**src/rtl/display_pkg.sv**
```systemverilog
// ---------------------------------------------------------------------------
// display_pkg: shared scan-controller types and constants.   Rev 1.0
// ---------------------------------------------------------------------------
`default_nettype none

package display_pkg;

  localparam int NUM_DIGITS       = 4;
  localparam int SEL_W            = $clog2(NUM_DIGITS);
  localparam logic [NUM_DIGITS-1:0] AN_OFF = 4'b1111;
  localparam int DEF_REFRESH_DIV  = 100000;
  localparam int DEF_BLANK_CYCLES = 1000;

  typedef enum logic [1:0] {
    ST_IDLE  = 2'd0,
    ST_BLANK = 2'd1,
    ST_SHOW  = 2'd2
  } scan_state_e;

  // Active-low anode pattern for the selected digit, suppressed when masked.
  function automatic logic [NUM_DIGITS-1:0] anode_for(
    input logic [SEL_W-1:0]      sel,
    input logic [NUM_DIGITS-1:0] mask
  );
    logic [NUM_DIGITS-1:0] an;
    an = AN_OFF;
    if (!mask[sel]) an[sel] = 1'b0;
    return an;
  endfunction

endpackage

`default_nettype wire

```
**src/rtl/tick_gen.sv**
```systemverilog
// ---------------------------------------------------------------------------
// tick_gen: free-running 0..DIV-1 prescaler with synchronous clear.   Rev 1.0
// ---------------------------------------------------------------------------
`default_nettype none

module tick_gen #(
  parameter int DIV = 8
) (
  input  logic                   CLK,
  input  logic                   RESET,
  input  logic                   CLR,
  output logic                   TICK,
  output logic [$clog2(DIV)-1:0] COUNT
);

  localparam int CNT_W = $clog2(DIV);
  localparam logic [CNT_W-1:0] LAST = CNT_W'(DIV - 1);

  logic [CNT_W-1:0] count_d, count_q;

  always_comb begin
    count_d = count_q + CNT_W'(1);
    if (CLR || (count_q == LAST)) count_d = '0;
  end

  always_ff @(posedge CLK or posedge RESET) begin
    if (RESET) count_q <= '0;
    else       count_q <= count_d;
  end

  assign TICK  = (count_q == LAST);
  assign COUNT = count_q;

endmodule

`default_nettype wire

```
**src/rtl/display_scan_ctrl.sv**
```systemverilog
// ---------------------------------------------------------------------------
// display_scan_ctrl: 4-digit multiplexed display scanner with blanking.  Rev 1.0
// ---------------------------------------------------------------------------
`default_nettype none

module display_scan_ctrl
  import display_pkg::*;
#(
  parameter int REFRESH_DIV  = DEF_REFRESH_DIV,
  parameter int BLANK_CYCLES = DEF_BLANK_CYCLES
) (
  input  logic                  CLK,
  input  logic                  RESET,
  input  logic                  ENABLE,
  input  logic [NUM_DIGITS-1:0] BLANK_MASK,
  output logic [SEL_W-1:0]      CONTROL,
  output logic [NUM_DIGITS-1:0] AN,
  output logic                  DIGIT_TICK
);

  localparam int CNT_W = $clog2(REFRESH_DIV);
  // Last prescaler value spent in BLANK; unused when blanking is disabled.
  localparam logic [CNT_W-1:0] BLANK_LAST =
    CNT_W'((BLANK_CYCLES == 0) ? 0 : BLANK_CYCLES - 1);
  localparam scan_state_e SLOT_START = (BLANK_CYCLES == 0) ? ST_SHOW : ST_BLANK;

  if (REFRESH_DIV < 2 || BLANK_CYCLES < 0 || BLANK_CYCLES >= REFRESH_DIV) begin : g_param_check
    $error("display_scan_ctrl: need REFRESH_DIV>=2 and 0<=BLANK_CYCLES<REFRESH_DIV");
  end

  scan_state_e           state_d, state_q;
  logic [SEL_W-1:0]      control_d, control_q;
  logic [NUM_DIGITS-1:0] an_d, an_q;
  logic                  digit_tick_d, digit_tick_q;

  logic                  presc_clr;
  logic                  presc_tc;
  logic [CNT_W-1:0]      presc_count;

  assign presc_clr = !ENABLE || (state_q == ST_IDLE);

  tick_gen #(
    .DIV (REFRESH_DIV)
  ) u_prescaler (
    .CLK   (CLK),
    .RESET (RESET),
    .CLR   (presc_clr),
    .TICK  (presc_tc),
    .COUNT (presc_count)
  );

  always_comb begin
    state_d      = state_q;
    control_d    = control_q;
    digit_tick_d = 1'b0;

    if (!ENABLE) begin
      // Disable wins over a coincident terminal count.
      state_d   = ST_IDLE;
      control_d = '0;
    end else begin
      case (state_q)
        ST_IDLE: begin
          state_d   = SLOT_START;
          control_d = '0;
        end
        ST_BLANK, ST_SHOW: begin
          if (presc_tc) begin
            state_d      = SLOT_START;
            control_d    = control_q + SEL_W'(1);
            digit_tick_d = 1'b1;
          end else if (state_q == ST_BLANK && presc_count == BLANK_LAST) begin
            state_d = ST_SHOW;
          end
        end
        default: begin
          state_d   = ST_IDLE;
          control_d = '0;
        end
      endcase
    end

    an_d = (state_d == ST_SHOW) ? anode_for(control_d, BLANK_MASK) : AN_OFF;
  end

  always_ff @(posedge CLK or posedge RESET) begin
    if (RESET) begin
      state_q      <= ST_IDLE;
      control_q    <= '0;
      an_q         <= AN_OFF;
      digit_tick_q <= 1'b0;
    end else begin
      state_q      <= state_d;
      control_q    <= control_d;
      an_q         <= an_d;
      digit_tick_q <= digit_tick_d;
    end
  end

  assign CONTROL    = control_q;
  assign AN         = an_q;
  assign DIGIT_TICK = digit_tick_q;

endmodule

`default_nettype wire

```
**config.mk**
```make
export PLATFORM = sky130hd
export DESIGN_NAME = display_scan_ctrl
export DESIGN_NICKNAME = d
export VERILOG_FILES = /design/src/rtl/display_pkg.sv /design/src/rtl/tick_gen.sv /design/src/rtl/display_scan_ctrl.sv
export SDC_FILE = /design/constraint.sdc
export NUM_CORES = 1
export LEC_CHECK = 0
export ABC_AREA = 1
export CAP_MARGIN = 20
export CORE_ASPECT_RATIO = 1.4
export CORE_MARGIN = 4
export CORE_UTILIZATION = 50
export DETAILED_ROUTE_END_ITERATION = 10
export GPL_TIMING_DRIVEN = 0
export PLACE_DENSITY = 0.7
export REMOVE_ABC_BUFFERS = 1
export SLEW_MARGIN = 20
export SYNTH_ARGS = -nofsm -noshare
export SYNTH_HDL_FRONTEND = slang
export SYNTH_HIERARCHICAL = 1
export SYNTH_SLANG_ARGS = --single-unit
```
**constraint.sdc**
```tcl
create_clock -name CLK -period 2.3 [get_ports CLK]
set_input_delay 0.23 -clock CLK [delete_from_list [all_inputs] [get_ports CLK]]
set_output_delay 0.23 -clock CLK [all_outputs]
set_load 0.05 [all_outputs]
```
==> results.yml <==
logic_synthesis:
  synthFlopType: "dfrtp_1"
  synth.ff_latch_count: 26
  synth.area.top_cells: "dfrtp_1 35%, nand2_1 11%, nor2_2 6.7%"
  yosysSeqAreaShare_pct: 41.5
  synth.cell_area_sq_um: 1580
  async_flop_share_pct: 100
  synth_edf_count: 0
  postSynthCellCount: 199
  yosys_warnings: 6
  synth.distinct_cells: 26
  yosysTopAreaCellShare_pct: 34.8
  synth_area_leader_cell: "dfrtp_1"
  avgSynthCellArea_sq_um: 7.94
sta:
  fmax_mhz: 513
  drv_slew: 0
  fin_skew_ns: 0.00996
  rsz0062_at_grt: "no"
  hold_viol: 0
  setup_tns_ns: 0
  worstMarginPinSlew_ns: 0.672
  slew_headroom_pct: 55.2
  finalSetupViolCount: 0
  period_needed_ns: 1.95
  post-route-period-util_pct: 84.8
cts:
  clkTransAtPathRegs_ns: 0.09
  cts_buffer_depth: 2
  cts_tree: "done"
  clockRootBuffer: "clkbuf_8"
  cts.sinks: 26
  cts_buffers: 3
  cts.repair.resized: 0
  h-tree-depth: 1
  clock_latency_ns: 0.27
  hold_buffers: 0
  cts_setup_buffers: 0
global_routing:
  antenna_found_initial: 0
  grtUsageMet3_pct: 1.91
  grt_use_met1_pct: 18.0
  grt_pass1_vias: 1311
  overflow: 0
  gr-usage-met2_pct: 35.5
  grt_first_pass_wirelength_microns: 5660
  grt_use_total_pct: 17.2
  top_usage_layer: "met2"
  grt_max_degree: 18
placement:
  place_hpwl_microns: 2430
  place_congestion: 0.847
  place_inst: 248
  io_buffer_count: 13
floorplanning:
  die_h_microns: 74.5
  die_x_microns: 55.5
  initial_core_util_pct: 53.8
  ios: 14
  core_sq_um: 2940
  die-area_sq_um: 4140
  rows: 23
setup_path:
  cp_top_family: "simple AND/OR/NAND/NOR gates"
  critPathArrivalTime_ns: 2.14
  worst-path-buf-inv: 3
  worstSetupPathType: "reg2reg"
  cp_num_cells: 13
  end_kind: "flop"
  worstSetupStartpointType: "flop"
  cp_cell_sequence: "ha_1 > nand2_2 > nor2_4 > nand3_2 > inv_1 > nand2_1 > inv_2 > or2_1 > nand4_2 > inv_2 > nand2_1 > nor2_1 > nand3_1"
  critPathMaxStageDelay_ns: 0.42
  reg2reg_depth: 13
  cp.required_ns: 2.49
  worstPathMaxFanout: 5
  slowest_stage: "dfrtp_1"
layout:
  area_delta_synth_final_pct: 12.7
  fill_cells: 286
  drive_above_1_share_pct: 20.0
  nets: 227
  final_cell_mix: "47 x nand2_1, 28 x inv_1, 24 x nor2_1"
  diodes: 0
  final_cells: 252
  final_common_cell: "nand2_1"
flow_run:
  maxCapViolCount: 0
detailed_routing:
  viasPerCell: 4.92
  drtIter0Drc: 31
  drc: 0
  routed_wl_microns: 3100
  routedWlPerCell_microns: 12.3
  ant_nets: 0
  vias: 1239
  dr.pass1.iters: 4
power_and_ir_drop:
  power.leakage_nw: 0.750
  max-vdd-ir-drop_mv: 0.395
  power.density_nw_per_um2: 437
worst_hold_path:
  hold_path_class: "in2async"
outcome:
  status: "finished, final reports clean"
## per-layer routing
| metal | routed length, microns | part of all wire, % | vias to the layer above |
|---|---|---|---|
| met2 | 1750 | 57 | 23 |
| met1 | 1230 | 40 | 576 |
| met3 | 85 | 2.7 | 4 |
| li1 | - | - | 636 |
| met4 | 30 | 0.97 | 0 |
| met5 | 0 | 0 | - |
## Yosys cell counts, types with 2 or more instances
cell type  instances
nand4_1            2
nand2_2            6
nor2_2            17
nor2_4             2
nand3_2            2
ha_1               4
nand2_1           47
inv_2              2
xnor2_1            3
inv_1             28
nor3_4             3
nand3_1           17
dfstp_2            4
nor2_1            24
nor3_1             2
xor2_1             4
dfrtp_1           22
o21ai_1            2
## flip-flops by register name, indices dropped and copies added, names as in the netlist
| register | count |
|---|---|
| DIGIT_TICK | 1 |
| CONTROL | 2 |
| u_prescaler/COUNT | 17 |
| state_q | 2 |
| AN | 4 |
## logic make-up after synthesis
group           after synthesis  share of synthesized area (%)
compound gates                5                           2.38
xor+xnor                      7                           3.88
fa+ha+maj                     4                           3.17
buf+inv                      32                           8.63
flops                        26                           41.5
simple gates                125                           40.5
## through the flow
stage | setup WS, ns | utilization [%] | power, mW | cell area, sq um | hold WS (ns)
floorplan | 0.610 | - | 0.504 | 1560 | 0.0551
global placement | 0.431 | 59.2 | 0.521 | 1740 | 0.496
detailed placement | 0.368 | 59.2 | 0.524 | 1740 | 0.522
CTS | 0.338 | 60.7 | 0.789 | 1780 | 0.246
global route | 0.178 | 60.7 | 0.816 | 1780 | 0.279
finish | 0.349 | 60.7 | 0.779 | 1780 | 0.235
## final cells by class
| type | count | area [sq um] | share of cell area, % |
|---|---|---|---|
| Timing Repair Buffer | 13 | 130 | 7.30 |
| Clock buffer | 4 | 45.0 | 2.53 |
| Tap cell | 37 | 46.3 | 2.60 |
| Multi-Input combinational cell | 141 | 788 | 44.2 |
| Sequential cell | 26 | 656 | 36.8 |
| Inverter | 31 | 116 | 6.53 |
## worst register-to-register path, cell delays in order, from the launching register on
cell	delay (ns)
dfrtp_1	0.42
ha_1	0.25
nand2_2	0.09
nor2_4	0.13
nand3_2	0.14
inv_1	0.13
nand2_1	0.08
inv_2	0.08
or2_1	0.11
nand4_2	0.12
inv_2	0.10
nand2_1	0.06
nor2_1	0.09
nand3_1	0.08
## final timing paths
kind,endpoint,startpoint,slack [ns]
worst max-delay path,AN[3],u_prescaler/COUNT[0],0.35
worst min-delay path,state_q[1],RESET,0.23
worst max register to register,AN[3],u_prescaler/COUNT[0],0.35
worst min register to register,u_prescaler/COUNT[0],u_prescaler/COUNT[0],0.53
max in group asynchronous,u_prescaler/COUNT[7],RESET,1.49
min in group CLK,u_prescaler/COUNT[0],u_prescaler/COUNT[0],0.53
## power breakdown
| group | leakage (nW) | switching [mW] | internal, mW | total, mW |
|---|---|---|---|---|
| clock | 0.0228 | 0.141 | 0.124 | 0.265 |
| sequential | 0.347 | 0.00342 | 0.460 | 0.463 |
| combinational | 0.380 | 0.0322 | 0.0181 | 0.0503 |
Power figures use the tool's default switching activity.
